<file path="config.mk">
export PLATFORM = sky130hd
export DESIGN_NAME = keypad_scanner
export DESIGN_NICKNAME = d
export VERILOG_FILES = /design/src/rtl/keypad_pkg.sv /design/src/rtl/keypad_sync.sv /design/src/rtl/keypad_scanner.sv
export SDC_FILE = /design/constraint.sdc
export NUM_CORES = 1
export LEC_CHECK = 0
export ABC_CLOCK_PERIOD_IN_PS = 6600
export BUFFER_PORTS_ARGS = -buffer_cell sky130_fd_sc_hd__buf_2
export CAP_MARGIN = 20
export CORE_ASPECT_RATIO = 0.8
export CORE_MARGIN = 10
export CORE_UTILIZATION = 48
export CTS_CLUSTER_DIAMETER = 50
export CTS_CLUSTER_SIZE = 40
export DETAILED_ROUTE_END_ITERATION = 12
export PLACE_DENSITY_LB_ADDON = 0.08
export SLEW_MARGIN = 20
export SYNTH_ARGS = -nofsm -noshare
export SYNTH_HDL_FRONTEND = slang
export SYNTH_HIERARCHICAL = 1
export SYNTH_SLANG_ARGS = --single-unit
</file>
<file path="constraint.sdc">
create_clock -name clk -period 6.6 [get_ports clk]
set_clock_uncertainty 0.2 [all_clocks]
set_input_delay 0 -clock clk [delete_from_list [all_inputs] [get_ports clk]]
set_output_delay 0 -clock clk [all_outputs]
set_load 0.005 [all_outputs]
</file>
<file path="src/rtl/keypad_pkg.sv">
// ============================================================================
//  Module      : keypad_pkg
//  Description : Shared types, key map and helper function for the 4x4
//                keypad scanner.
//  Revision    : 1.0 - initial release
// ============================================================================
`default_nettype none

package keypad_pkg;

   // Scanner FSM states
   typedef enum logic [1:0] {
      SCAN = 2'd0,
      DEB  = 2'd1,
      HELD = 2'd2
   } state_t;

   // Row / column index
   typedef logic [1:0] idx_t;

   // Hex code per key, indexed [row][col]; row 0 is the top row of the pad
   localparam logic [0:3][0:3][3:0] KEY_MAP = {16'h123A, 16'h456B, 16'h789C, 16'hE0FD};

   // Index of the set bit in a one-hot nibble (0 for anything not one-hot)
   function automatic idx_t onehot2idx(input logic [3:0] v);
      idx_t idx;
      case (v)
         4'b0010: idx = 2'd1;
         4'b0100: idx = 2'd2;
         4'b1000: idx = 2'd3;
         default: idx = 2'd0;
      endcase
      return idx;
   endfunction

endpackage

`default_nettype wire

</file>
<file path="src/rtl/keypad_sync.sv">
// ============================================================================
//  Module      : keypad_sync
//  Description : Parameterized-width 2-flop synchronizer, async active-high
//                reset to zero.
//  Revision    : 1.0 - initial release
// ============================================================================
`default_nettype none

module keypad_sync #(
   parameter int WIDTH = 4
) (
   input  logic             clk,
   input  logic             reset,
   input  logic [WIDTH-1:0] d,
   output logic [WIDTH-1:0] q
);

   logic [WIDTH-1:0] r_meta;

   // Two back-to-back flops to settle metastability on the async inputs
   always_ff @(posedge clk or posedge reset) begin
      if (reset) begin
         r_meta <= '0;
         q      <= '0;
      end else begin
         r_meta <= d;
         q      <= r_meta;
      end
   end

endmodule

`default_nettype wire

</file>
<file path="src/rtl/keypad_scanner.sv">
// ============================================================================
//  Module      : keypad_scanner
//  Description : 4x4 matrix keypad scanner. Drives one-hot columns,
//                synchronizes and debounces the rows, and emits one hex key
//                code with a single-cycle strobe per press.
//                Optional macro KEYPAD_AUTOREPEAT_EN enables auto-repeat
//                strobes while a key stays held.
//  Revision    : 1.0 - initial release
// ============================================================================
`default_nettype none

module keypad_scanner
   import keypad_pkg::*;
#(
   parameter int SCAN_DIV    = 8,
   parameter int DEBOUNCE    = 4,
   parameter int REPEAT_DLY  = 16,
   parameter int REPEAT_RATE = 4
) (
   input  logic       clk,
   input  logic       reset,
   input  logic [3:0] r,
   output logic [3:0] c,
   output logic [3:0] key,
   output logic       key_valid
);

   localparam int c_div_w = (SCAN_DIV > 1) ? $clog2(SCAN_DIV) : 1;
   localparam int c_cnt_w = $clog2(DEBOUNCE + 1);

   // Parameter sanity: the dwell must outlast the synchronizer latency
   if (SCAN_DIV < 4) begin : g_chk_scan_div
      $error("keypad_scanner: SCAN_DIV must be >= 4");
   end
   if (DEBOUNCE < 2) begin : g_chk_debounce
      $error("keypad_scanner: DEBOUNCE must be >= 2");
   end
   if (REPEAT_DLY < 1 || REPEAT_RATE < 1) begin : g_chk_repeat
      $error("keypad_scanner: REPEAT_DLY and REPEAT_RATE must be >= 1");
   end

   logic [3:0]         w_rs;
   logic               w_tick;
   logic               w_rs_single;
   logic [3:0]         w_row_oh;
   logic [3:0]         w_c_next;

   state_t             r_state;
   logic [c_div_w-1:0] r_div_cnt;
   logic [c_cnt_w-1:0] r_match_cnt;
   logic [c_cnt_w-1:0] r_rel_cnt;
   idx_t               r_row;
   idx_t               r_col;

`ifdef KEYPAD_AUTOREPEAT_EN
   localparam int c_rep_w = $clog2(((REPEAT_DLY > REPEAT_RATE) ? REPEAT_DLY : REPEAT_RATE) + 1);
   logic [c_rep_w-1:0] r_rep_cnt;
   logic               r_rep_first;
`else
   // Single strobe per press: no repeat state is kept
`endif

   keypad_sync #(
      .WIDTH (4)
   ) u_sync (
      .clk   (clk),
      .reset (reset),
      .d     (r),
      .q     (w_rs)
   );

   // Sample tick, row qualification and next column in rotation
   always_comb begin
      w_tick      = (r_div_cnt == c_div_w'(SCAN_DIV - 1));
      w_rs_single = (w_rs != 4'b0000) && ((w_rs & (w_rs - 4'b0001)) == 4'b0000);
      w_row_oh    = 4'b0001 << r_row;
      w_c_next    = {c[2:0], c[3]};
   end

   // Scanner FSM: dwell counter, column drive, debounce and key output
   always_ff @(posedge clk or posedge reset) begin
      if (reset) begin
         r_state     <= SCAN;
         r_div_cnt   <= '0;
         r_match_cnt <= '0;
         r_rel_cnt   <= '0;
         r_row       <= '0;
         r_col       <= '0;
         c           <= 4'b0001;
         key         <= 4'h0;
         key_valid   <= 1'b0;
`ifdef KEYPAD_AUTOREPEAT_EN
         r_rep_cnt   <= '0;
         r_rep_first <= 1'b1;
`endif
      end else begin
         key_valid <= 1'b0;
         r_div_cnt <= w_tick ? '0 : r_div_cnt + 1'b1;

         if (w_tick) begin
            case (r_state)
               SCAN: begin
                  // Only a single active row is a candidate press
                  if (w_rs_single) begin
                     r_row       <= onehot2idx(w_rs);
                     r_col       <= onehot2idx(c);
                     r_match_cnt <= c_cnt_w'(1);
                     r_state     <= DEB;
                  end else begin
                     c <= w_c_next;
                  end
               end

               DEB: begin
                  if (w_rs == w_row_oh) begin
                     if (r_match_cnt == c_cnt_w'(DEBOUNCE - 1)) begin
                        key         <= KEY_MAP[r_row][r_col];
                        key_valid   <= 1'b1;
                        r_rel_cnt   <= '0;
                        r_state     <= HELD;
`ifdef KEYPAD_AUTOREPEAT_EN
                        r_rep_cnt   <= '0;
                        r_rep_first <= 1'b1;
`endif
                     end else begin
                        r_match_cnt <= r_match_cnt + 1'b1;
                     end
                  end else begin
                     // Unstable sample: treat as a glitch and keep scanning
                     r_state <= SCAN;
                     c       <= w_c_next;
                  end
               end

               HELD: begin
                  // Release needs DEBOUNCE consecutive all-clear samples
                  if (w_rs == 4'b0000) begin
                     if (r_rel_cnt == c_cnt_w'(DEBOUNCE - 1)) begin
                        r_rel_cnt <= '0;
                        r_state   <= SCAN;
                        c         <= w_c_next;
                     end else begin
                        r_rel_cnt <= r_rel_cnt + 1'b1;
                     end
                  end else begin
                     r_rel_cnt <= '0;
                  end
`ifdef KEYPAD_AUTOREPEAT_EN
                  // Repeat the held key: long first delay, then a steady rate
                  if (w_rs == w_row_oh) begin
                     if (r_rep_cnt == (r_rep_first ? c_rep_w'(REPEAT_DLY - 1)
                                                   : c_rep_w'(REPEAT_RATE - 1))) begin
                        key_valid   <= 1'b1;
                        r_rep_cnt   <= '0;
                        r_rep_first <= 1'b0;
                     end else begin
                        r_rep_cnt <= r_rep_cnt + 1'b1;
                     end
                  end else begin
                     r_rep_cnt <= '0;
                  end
`endif
               end

               default: begin
                  r_state <= SCAN;
               end
            endcase
         end
      end
   end

endmodule

`default_nettype wire

</file>
* After elaboration in Yosys (flattened, before gate mapping)
Cells that the tools add are included.
** Word-level totals
- Flip-flop bits (word level) :: 32
- Input port bits :: 6
- Output and inout bits :: 9
- Logic and storage cells :: 89
** Operators by class
- $add $sub $neg :: 4
- Magnitude comparators :: 2
- Equality and inequality tests :: 21
- Shift-type cells :: 1
- Multiplexer cells :: 33
- Bitwise operators :: 3
- Reduce and logical (&&, ||, !) cells :: 14
** Operator list (number)
- 16-bit binary-select mux with 2-bit select :: 1
- 16-bit two-way mux :: 2
- 3-bit two-way mux :: 8
- 4-bit two-way mux :: 6
- 2-bit case mux with 3 select lines :: 3
- 2-bit != test (second input constant) :: 8
- 3-bit case mux with 2 select lines :: 2
- 4-bit case mux with 3 select lines :: 1
- 2-bit two-way mux :: 5
- 5-bit AND reduction :: 2
- 3-bit by 1-bit adder with 3-bit output (second input constant) :: 3
- 4-bit binary-select mux with 2-bit select :: 1
- 4-bit by 2-bit equality test with 1-bit output (second input constant) :: 2
- 4-bit by 3-bit equality test with 1-bit output (second input constant) :: 2
- 4-bit equality test (second input constant) :: 2
- 4-bit logical NOT :: 2
- 4-bit AND reduction :: 2
- 3-bit by 2-bit equality test with 1-bit output (second input constant) :: 2
- 3-bit >= comparator (second input constant) :: 2
- 2-bit inverter with 3-bit output :: 2
- 6-bit AND reduction :: 1
- 4-bit AND :: 1
- 4-bit equality test :: 1
- 1-bit two-way mux :: 4
- 12 further kinds :: 13

* Logic depth before layout (Yosys ltp)
Gate-level depths: netlist (run 1).
- Depth after elaboration :: 7
- Mapped depth :: 7
- Depth with buffers taken out :: 6

* Cells and area by module
The synthesis (run 1) kept the hierarchy.
** By module, submodules not included
- keypad_scanner :: times used 1, cells an instance 131, area an instance 1380.1 um2, seq. area each 601.8 um2
- keypad_sync :: times used 1, cells an instance 9, area an instance 203.9 um2, seq. area each 200.2 um2

* Worst setup path after synthesis (run 1)
Ideal clock, no wire load.
- Path kind :: reg-to-reg
- Start :: register u_sync.q[1]
- End :: register key[0]
- Library setup time :: 125 ps
- Arrival time :: 1891 ps
- Required time :: 6275 ps
- Slack :: 4384 ps
- Cell stages (with the launch flop) :: 8
- Buffers on the path :: 2
- Clock period less this slack :: 2216 ps
- Cells stage by stage :: dfrtp_1 -> buf_6 -> or4b_4 -> a2bb2oi_2 -> nand2_2 -> and4_1 -> buf_6 -> mux2_4
** Between the ends
- Word-level cells in the longest chain between the ends :: 2
** Ends and longest elaborated chain
- start, declared :: line keypad_sync.sv:15 : output logic [WIDTH-1:0] q
- start signal, assigned :: line keypad_sync.sv:27 : q <= r_meta;
- 4-bit equality test :: line keypad_scanner.sv:115 : if (w_rs == w_row_oh) begin
- 4-bit AND reduction (no line)
- end signal, assigned :: line keypad_scanner.sv:117 : key <= KEY_MAP[r_row][r_col];
- end, declared :: line keypad_scanner.sv:24 : output logic [3:0] key,
No other way between the ends.
A chain may end at the register's enable or synchronous reset.

* Final worst setup path (run 1)
- Start :: register u_sync.q[1]
- End :: register key[3]
Same word-level chain as after synthesis.

==> results.sh, run 1 <==
export IMPL_die_h_um=71.4
export IMPL_timing_rr_start="u_sync/q[1]$_DFF_PP0_"
export IMPL_status="completed"
export IMPL_gp_congestion=0.825
export IMPL_numCtsBuffers=5
export IMPL_synth_area_leaders="dfrtp_1 49%, mux2_2 5.0%, ha_1 3.9%"
export IMPL_drtAntennaViolNets=0
export IMPL_path_clk_slew_ns=0.07
export IMPL_hp_start="u_sync/r_meta[0]$_DFF_PP0_"
export IMPL_cts_tree="done"
export IMPL_fin_crit_ns=2.39
export IMPL_cp_arrival_ns=2.36
export IMPL_fin_tns_setup_ns=0
export IMPL_dieWidth_um=84.2
export IMPL_setup_violations=0
export IMPL_grt_pass1_vias=1102
export IMPL_slew_viol_final=0
export IMPL_netlist_area_leader_share=0.490
export IMPL_yosys_area_top_type="dfrtp_1"
export IMPL_grt_overflow=0
export IMPL_drv_cap=0
export IMPL_yosys_warnings=6
export IMPL_rsz0062_at_grt="no"
export IMPL_slew_headroom=0.372
export IMPL_yosysSeqAreaShare=0.506
export IMPL_final_cell_mix="31 x dfrtp_1, 14 x buf_2, 11 x inv_1"
export IMPL_clockBufferDepth=2
export IMPL_grt_max_degree=25
export IMPL_cp_startpoint="u_sync/q[1]$_DFF_PP0_"
export IMPL_coreArea_um2=3130
export IMPL_final_common_cell="dfrtp_1"
export IMPL_synth_async_reset_ratio=1.00
export IMPL_htreeDepth=2
export IMPL_max_freq_ghz=0.419
export IMPL_start_kind="register"
export IMPL_ioPinCount=15
export IMPL_grt_first_pass_wirelength_um=5020
export IMPL_drive_gt1_frac=0.263
export IMPL_worstHoldPathType="reg -> reg"
export IMPL_timing_rr_end="key[3]$_DFFE_PP0P_"
export IMPL_n_fill_cell=269
export IMPL_ys_flop_type="dfrtp_1"
export IMPL_dr_pass1_iters=4
export IMPL_synth_cell_area_um2=1580
export IMPL_synth_edff_count=0
export IMPL_dr_total_vias=1096
export IMPL_numClockSinks=32
export IMPL_worst_setup_path_end_kind="register"
export IMPL_hold_buffers=6
export IMPL_antenna_found_initial=0
export IMPL_post_cts_setup_buffer_count=0
export IMPL_criticalPathCategory="reg -> reg"
export IMPL_initial_core_util=0.506
export IMPL_wl_per_cell_um=14.4
export IMPL_routed_wl_um=2880
export IMPL_syn_inst=140
export IMPL_tightest_slew_ns=0.941
export IMPL_min_to="u_sync/q[0]$_DFF_PP0_"
export IMPL_portBuffers=14
export IMPL_fin_crit_sh=0.362
export IMPL_ys_seq_elements=32
export IMPL_syn_avg_cell_area_um2=11.3
export IMPL_rrSetupSlack_ns=4.21
export IMPL_crit_required_ns=6.58
export IMPL_hold_viol=0
export IMPL_report_power_total_uw=401
export IMPL_crit_path_max_fanout=8
export IMPL_reg2reg_depth=5
export IMPL_whs_path_depth=0
export IMPL_ys_types=42
export IMPL_clk_latency_ns=0.29
export IMPL_drc_errors=0
export IMPL_antennaDiodeCount=0
export IMPL_cts_root_buf="clkbuf_8"
export IMPL_nets=170
export IMPL_irDropWorstVdd_uv=162
export IMPL_powerDensity_nw_per_um2=222
export IMPL_viasPerCell=5.48
export IMPL_hpwl_um=2090
export IMPL_area_delta_synth_final_pct=14.1
export IMPL_syn_nets=151
export IMPL_leakagePower_uw=0.000868
export IMPL_die_area_um2=6010
export IMPL_cts_resized_gates=0
export IMPL_grt_usage=0.104
export IMPL_rows=18
export IMPL_drt_iter0_markers=58
==> sequential cells by signal, indices dropped and copies added, names as in the netlist <==
name	count
c	4
key	4
u_sync/q	4
u_sync/r_meta	4
r_div_cnt	3
r_match_cnt	3
r_rel_cnt	3
r_col	2
r_row	2
r_state	2
key_valid	1
==> layer usage <==
metal | vias up | global-route usage | wire length, um
met5 | - | 0 | 0
met4 | 0 | 0.0705 | 67
met2 | 21 | 0.153 | 1280
met3 | 8 | 0.0407 | 144
li1 | 529 | - | -
met1 | 538 | 0.122 | 1390
==> power by group <==
part	switching (uW)	internal [uW]
registers	8.60	203
clock network	71.4	83.0
logic	17.9	17.0
==> synthesized netlist by cell type, types with 2 or more instances <==
| cell | n |
|---|---|
| mux2_4 | 4 |
| dfrtp_1 | 31 |
| a2bb2oi_1 | 2 |
| a21boi_0 | 2 |
| nand2_1 | 10 |
| xnor2_1 | 3 |
| nor2_1 | 6 |
| xor2_1 | 2 |
| inv_1 | 11 |
| ha_1 | 5 |
| nor3b_1 | 4 |
| mux2_2 | 7 |
| nor3_1 | 3 |
| mux2i_1 | 2 |
| clkbuf_1 | 2 |
| a22o_1 | 2 |
| buf_2 | 4 |
| nor2b_1 | 2 |
| o21ai_0 | 7 |
| o22ai_1 | 2 |
| buf_6 | 2 |
| o21a_1 | 2 |
| a21oi_1 | 6 |
==> metrics by stage <==
stage	instance area, um2	setup WS (ns)	hold WS [ns]	std cells	utilization
global route	1810	4.12	0.150	200	0.577
CTS	1810	4.21	0.141	200	0.577
finish	1810	4.21	0.149	200	0.577
global placement	1650	4.28	-0.245	186	0.528
floorplan	1580	4.38	-0.384	140	-
detailed placement	1650	4.22	-0.243	186	0.528
==> worst max-delay path, stage by stage, from the launching register on <==
cell and delay, ns:
dfrtp_1 0.45, or4b_4 0.59, a2bb2oi_2 0.17, nand2_2 0.12
and4_1 0.41, mux2_4 0.34
==> worst max path at each step <==
stage,end,slack [ns],cells past startpoint
after floorplan,key[0]$_DFFE_PP0P_,4.38,7
after global placement,key[2]$_DFFE_PP0P_,4.28,5
after detailed placement,key[3]$_DFFE_PP0P_,4.22,5
after CTS,key[3]$_DFFE_PP0P_,4.21,5
after global routing,key[3]$_DFFE_PP0P_,4.12,5
final,key[3]$_DFFE_PP0P_,4.21,5
==> logic make-up after synthesis <==
logic type | synth area share
simple gates | 0.125
flops | 0.506
compound gates | 0.144
buf+inv | 0.0577
mux | 0.100
xor+xnor | 0.0277
fa+ha+maj | 0.0395
==> cell type report <==
class                   instances  area [um2]  share of cell area
multi-input cells              89         691               0.382
flip-flops and latches         32         802               0.444
inverters                      11        41.3              0.0229
clock inverters                 2        10.0             0.00554
well taps                      40        50.0              0.0277
clock buffers                   6        82.6              0.0457
repair buffers                 20         130              0.0720
No activity file was read; power rests on OpenSTA's default activity.
==> run 2, diff against run 1 <==
--- a/config.mk
+++ b/config.mk
@@ -5,7 +5,7 @@
 export SDC_FILE = /design/constraint.sdc
 export NUM_CORES = 1
 export LEC_CHECK = 0
-export ABC_CLOCK_PERIOD_IN_PS = 6600
+export ABC_CLOCK_PERIOD_IN_PS = 2500
 export BUFFER_PORTS_ARGS = -buffer_cell sky130_fd_sc_hd__buf_2
 export CAP_MARGIN = 20
 export CORE_ASPECT_RATIO = 0.8
==> constraint.sdc (replaced) <==
create_clock -name clk -period 2.5 [get_ports clk]
set_clock_uncertainty 0.2 [all_clocks]
set_input_delay 0 -clock clk [delete_from_list [all_inputs] [get_ports clk]]
set_output_delay 0 -clock clk [all_outputs]
set_load 0.005 [all_outputs]
==> run 2 against run 1 <==
Compared with the run above: clock power grew to 2.6 times the previous value; power grew to 2.6 times the previous value; non-clock buffer count stayed put; highest routed layer unchanged; largest cell class unchanged; routed wire length is 4.5% lower; clock-buffer cell count stayed put; die area stayed put; worst hold slack worse by 0.15 ns; design area is 0.14% lower; global-route usage is 0.88 points lower; fmax is 2.4% higher.
==> results.sh, run 2 (synthesis gave the netlist of run 1 again) <==
export IMPL_status="completed"
export IMPL_routed_wl_um=2750
export IMPL_cp_arrival_ns=2.30
export IMPL_comb_power_share=0.088
export IMPL_cts_root_buf="clkbuf_8"
export IMPL_drt_iter0_markers=43
export IMPL_coreArea_um2=3130
export IMPL_slew_headroom=0.388
export IMPL_p_int_uw=802
export IMPL_critical_path_top_delay_family="simple AND/OR/NAND/NOR gates"
export IMPL_tightest_slew_ns=0.917
export IMPL_slew_viol_final=0
export IMPL_drv_cap=0
export IMPL_cts_tree="done"
export IMPL_antenna_found_initial=0
export IMPL_dr_total_vias=1061
export IMPL_drive_gt1_frac=0.269
export IMPL_start_kind="register"
export IMPL_max_freq_ghz=0.429
export IMPL_grt_overflow=0
export IMPL_dieWidth_um=84.2
export IMPL_final_common_cell="dfrtp_1"
export IMPL_rsz0062_at_grt="no"
export IMPL_grt_max_degree=25
export IMPL_nets=170
export IMPL_irDropWorstVdd_uv=363
export IMPL_die_area_um2=6010
export IMPL_viasPerCell=5.31
export IMPL_htreeDepth=2
export IMPL_rows=18
export IMPL_clk_latency_ns=0.28
export IMPL_setup_slack_ns=0.169
export IMPL_portBuffers=14
export IMPL_p_sw_frac=0.237
export IMPL_p_sw_uw=248
export IMPL_numCtsBuffers=5
export IMPL_fin_crit_ns=2.33
export IMPL_ioPinCount=15
export IMPL_drc_errors=0
export IMPL_pre_cts_slack_ns=0.162
export IMPL_die_h_um=71.4
export IMPL_crit_buf_inv=0
export IMPL_hpwl_um=2080
export IMPL_crit_path_max_fanout=7
export IMPL_grt_pass1_vias=986
export IMPL_drtAntennaViolNets=0
export IMPL_timing_rr_start="u_sync/q[2]$_DFF_PP0_"
export IMPL_slowest_stage="or4b_4"
export IMPL_report_power_total_uw=1050
export IMPL_final_cell_mix="31 x dfrtp_1, 14 x buf_2, 11 x inv_1"
export IMPL_initial_core_util=0.506
export IMPL_path_clk_slew_ns=0.06
export IMPL_leakagePower_uw=0.000869
export IMPL_antennaDiodeCount=0
export IMPL_post_cts_setup_buffer_count=0
export IMPL_fin_crit_sh=0.932
export IMPL_criticalPathCategory="reg -> reg"
export IMPL_worstHoldPathType="in -> async"
export IMPL_fin_tns_setup_ns=0
export IMPL_clockBufferDepth=2
export IMPL_cp_startpoint="u_sync/q[2]$_DFF_PP0_"
export IMPL_wl_per_cell_um=13.7
export IMPL_hold_viol=0
export IMPL_grt_first_pass_wirelength_um=4580
export IMPL_path_cells="or4b_4 -> a2bb2oi_2 -> nand2_2 -> and4_1 -> mux2_4"
export IMPL_p_seq_frac=0.532
export IMPL_critPathMaxStageDelay_ns=0.57
export IMPL_powerDensity_nw_per_um2=582
export IMPL_setup_violations=0
export IMPL_worst_setup_path_end_kind="register"
export IMPL_area_delta_synth_final_pct=13.9
export IMPL_crit_required_ns=2.46
export IMPL_numClockSinks=32
export IMPL_dr_pass1_iters=4
export IMPL_cts_resized_gates=0
export IMPL_gp_congestion=0.808
export IMPL_grt_usage=0.0950
export IMPL_clkPwrFrac=0.380
-- run 2: cell types whose count changed in the layout (fill, tap and decap cells not counted), sizes merged --
cell / before / now
buf: 14 / 15
dlygate4sd3: 6 / 5
-- run 2: through the flow --
step	utilization	std cells	hold slack, ns	cell area (um2)
after floorplan	-	140	-0.384	1580
after global placement	0.531	187	-0.247	1660
after detailed placement	0.531	187	-0.243	1660
after CTS	0.576	200	0.00602	1800
after global routing	0.576	200	0.0372	1800
final	0.576	200	0.000801	1800
-- run 2: worst min-delay path, stage by stage --
cell           delay (ns)
dlygate4sd3_1        0.53
buf_2                0.12
inv_1                0.21
-- run 2: power groups by stage --
| stage | combinational [uW] | clock (uW) | sequential [uW] |
|---|---|---|---|
| final | 92.7 | 399 | 559 |
| after floorplan | 80.8 | 0 | 555 |
| after detailed placement | 87.3 | 0 | 568 |
| after global placement | 84.6 | 0 | 566 |
| after CTS | 93.5 | 408 | 559 |
| after global routing | 105 | 434 | 562 |
-- run 2: cell type report --
type	count	area, um2
multi-input combinational	89	691
sequential	32	802
inverter	11	41.3
timing repair buffer	20	128
tap	40	50.0
fill	278	1330
clock inverter	2	10.0
clock buffer	6	82.6
-- run 2: worst paths after layout --
check	endpoint	slack, ns	depth (start not counted)
worst max-delay path	key[3]$_DFFE_PP0P_	0.17	5
worst min register to register	u_sync/q[1]$_DFF_PP0_	0.15	0
worst max register to register	key[3]$_DFFE_PP0P_	0.17	5
worst min-delay path	u_sync/r_meta[1]$_DFF_PP0_	0.0008	3
max in group asynchronous	c[2]$_DFFE_PP0P_	1.26	3
min in group clk	u_sync/q[1]$_DFF_PP0_	0.15	0
-- run 2: what timing repair did --
item / CTS / global route
hold buffers: 5 / 0
setup endpoints to repair: 0 / 0
endpoints found under the hold margin: 35 / 0
-- run 2: per-layer routing --
layer	up-vias	track usage	wire length (um)
li1	523	-	-
met4	0	0.0390	34
met3	5	0.0384	164
met1	511	0.118	1340
met5	-	0	0
met2	22	0.143	1210
==> run 3, diff against run 2 <==
--- a/config.mk
+++ b/config.mk
@@ -5,12 +5,12 @@
 export SDC_FILE = /design/constraint.sdc
 export NUM_CORES = 1
 export LEC_CHECK = 0
+export ABC_AREA = 1
 export ABC_CLOCK_PERIOD_IN_PS = 2500
 export BUFFER_PORTS_ARGS = -buffer_cell sky130_fd_sc_hd__buf_2
 export CAP_MARGIN = 20
-export CORE_ASPECT_RATIO = 0.8
 export CORE_MARGIN = 10
-export CORE_UTILIZATION = 48
+export CORE_UTILIZATION = 35
 export CTS_CLUSTER_DIAMETER = 50
 export CTS_CLUSTER_SIZE = 40
 export DETAILED_ROUTE_END_ITERATION = 12
==> run 3 against run 2 <==
Compared with the run above: global-route usage shrank 0.15 points; fmax grew 26%; critical path type unchanged; sequential share of layout area shrank 4.1 points; sequential power grew 4.1%; area after synthesis grew 5.3%; cell count grew 38%; critical path depth grew 5; power grew 29%; utilization shrank 15 points; first-iteration DRC count grew 35%.
==> results.sh, run 3 <==
export IMPL_status="completed"
export IMPL_setup_violations=0
export IMPL_ys_seq_elements=32
export IMPL_irDropWorstVdd_uv=344
export IMPL_dr_pass1_iters=4
export IMPL_final_common_cell="nand2_1"
export IMPL_leakagePower_uw=0.00102
export IMPL_post_cts_setup_buffer_count=0
export IMPL_path_cells="inv_1 -> nand2_1 -> nand2_1 -> nand2_2 -> nor2_8 -> nand2_2 -> nand2_4 -> nand3_2 -> nand2_1 -> nand2_1"
export IMPL_placedCellCount=261
export IMPL_synth_top_family_by_area="simple AND/OR/NAND/NOR gates"
export IMPL_yosys_area_top_type="dfrtp_1"
export IMPL_hold_viol=0
export IMPL_grt_usage=0.0934
export IMPL_syn_avg_cell_area_um2=8.55
export IMPL_worst_setup_path_end_kind="register"
export IMPL_tightest_slew_ns=0.530
export IMPL_fin_tns_setup_ns=0
export IMPL_max_freq_ghz=0.540
export IMPL_grt_overflow=0
export IMPL_grt_first_pass_wirelength_um=5750
export IMPL_yosysSeqAreaShare=0.481
export IMPL_worstHoldPathType="in -> async"
export IMPL_drc_errors=0
export IMPL_crit_path_max_fanout=11
export IMPL_synth_simple_gate_area_frac=0.356
export IMPL_synth_async_reset_ratio=1.00
export IMPL_drv_cap=0
export IMPL_numClockSinks=32
export IMPL_cts_root_buf="clkbuf_8"
export IMPL_syn_nets=206
export IMPL_synth_area_leaders="dfrtp_1 47%, nand2_1 14%, ha_1 3.8%"
export IMPL_ys_flop_type="dfrtp_1"
export IMPL_antennaDiodeCount=0
export IMPL_cp_common_cell="nand2_1"
export IMPL_ys_top_cells_by_count="64 x nand2_1, 31 x dfrtp_1, 14 x inv_1"
export IMPL_start_kind="register"
export IMPL_netlist_area_leader_share=0.465
export IMPL_routed_wl_um=3360
export IMPL_numCtsBuffers=5
export IMPL_antenna_found_initial=0
export IMPL_initial_core_util=0.358
export IMPL_synth_edff_count=0
export IMPL_fin_crit_ns=1.85
export IMPL_final_cell_mix="64 x nand2_1, 31 x dfrtp_1, 14 x inv_1, 14 x buf_2"
export IMPL_viasPerCell=4.77
export IMPL_synth_cell_area_um2=1670
export IMPL_cts_resized_gates=0
export IMPL_nets=231
export IMPL_coreArea_um2=4660
export IMPL_slew_viol_final=0
export IMPL_powerDensity_nw_per_um2=683
export IMPL_grt_max_degree=25
export IMPL_rsz0062_at_grt="no"
export IMPL_dr_total_vias=1312
export IMPL_critical_path_top_delay_family="simple AND/OR/NAND/NOR gates"
export IMPL_cp_arrival_ns=1.83
export IMPL_dieWidth_um=89.0
export IMPL_drive_gt1_frac=0.213
export IMPL_clockBufferDepth=2
export IMPL_yosys_warnings=6
export IMPL_synthMuxAreaShare=0
export IMPL_wl_per_cell_um=12.2
export IMPL_synthAdderAreaFrac=0.0375
export IMPL_grt_pass1_vias=1285
export IMPL_die_h_um=89.0
export IMPL_synth_compound_area_share=0.0608
export IMPL_slowest_stage="dfrtp_1"
export IMPL_die_area_um2=7930
export IMPL_drtAntennaViolNets=0
export IMPL_cts_tree="done"
export IMPL_ioPinCount=15
export IMPL_critPathMaxStageDelay_ns=0.51
export IMPL_htreeDepth=2
export IMPL_crit_required_ns=2.47
export IMPL_clk_latency_ns=0.29
export IMPL_path_clk_slew_ns=0.07
export IMPL_yosysMostFrequentCell="nand2_1"
export IMPL_synth_xor_area_frac=0.0105
export IMPL_area_delta_synth_final_pct=19.1
export IMPL_rows=25
export IMPL_gp_congestion=0.864
export IMPL_ys_types=27
export IMPL_hpwl_um=2430
export IMPL_slew_headroom=0.646
export IMPL_fin_crit_sh=0.741
export IMPL_criticalPathCategory="reg -> reg"
export IMPL_portBuffers=14
export IMPL_drt_iter0_markers=58
export IMPL_crit_buf_inv=1
export IMPL_n_fill_cell=453
export IMPL_stdcell_count=275
export IMPL_syn_inst=195
run 3: changes by cell type in the layout (fill, tap and decap cells not counted), sizes merged, moves of 3 or more:
cell     previous run  this run
a2bb2oi             3         0
inv                11        20
mux2               11         0
nand2              11        70
nand3               0        12
nand4               1        11
nor2                6        12
nor3b               4         0
o21ai               7        12
run 3: final cells by class:
class	count	area [um2]	area share
Multi-Input combinational cell	140	776	0.391
Sequential cell	32	802	0.404
Clock buffer	7	96.3	0.0485
Inverter	21	78.8	0.0397
Timing Repair Buffer	20	135	0.0681
Clock inverter	1	30.0	0.0151
Tap cell	54	67.6	0.0340
run 3: cell families after synthesis:
logic type	Yosys count
and+or+nand+nor	114
DFF	32
buffers and inverters	23
AOI/OAI and AO/OA	19
adders and majority gates	5
xor gates and xnor gates	2
run 3: timing repair:
| item | CTS | global route |
|---|---|---|
| setup endpoints to repair | 0 | 0 |
| hold endpoints to repair | 35 | 0 |
| hold buffers | 5 | 0 |
run 3: worst paths after layout:
path                       depth (start not counted)                  startpoint                       end  slack (ns)
max in group asynchronous                          4                       reset          c[0]$_DFFE_PP1P_        1.43
max                                               10        r_row[1]$_DFFE_PP0P_  r_rel_cnt[0]$_DFFE_PP0P_        0.65
min reg2reg                                        0  u_sync/r_meta[3]$_DFF_PP0_     u_sync/q[3]$_DFF_PP0_        0.15
max reg2reg                                       10        r_row[1]$_DFFE_PP0P_  r_rel_cnt[0]$_DFFE_PP0P_        0.65
min in group clk                                   0  u_sync/r_meta[3]$_DFF_PP0_     u_sync/q[3]$_DFF_PP0_        0.15
min                                                3                       reset     u_sync/q[3]$_DFF_PP0_        0.02
run 3: metrics by stage:
stage               utilization  hold slack, ns  instance area (um2)  setup slack (ns)  total power [uW]
CTS                       0.423         0.00142                 1970             0.627              1370
detailed placement        0.385          -0.236                 1790             0.634               805
global route              0.426          0.0292                 1990             0.411              1430
floorplan                     -          -0.384                 1670             0.810               765
global placement          0.385          -0.251                 1790             0.689               802
finish                    0.426          0.0180                 1990             0.647              1360
run 3: where the power goes:
group	switching (uW)	internal, uW	leakage, uW	total (uW)
logic	145	77.2	0.000543	222
registers	33.7	548	0.000416	582
clock network	199	352	0.0000645	551
run 3: worst min-delay path: stages:
cell	delay [ns]
dlygate4sd3_1	0.54
buf_2	0.13
inv_1	0.24
run 3: routing by layer:
layer  global-route usage  routed length (um)
met2                0.142                1460
met5                    0                   0
met1                0.117                1660
met3               0.0346                 182
met4               0.0390                  57
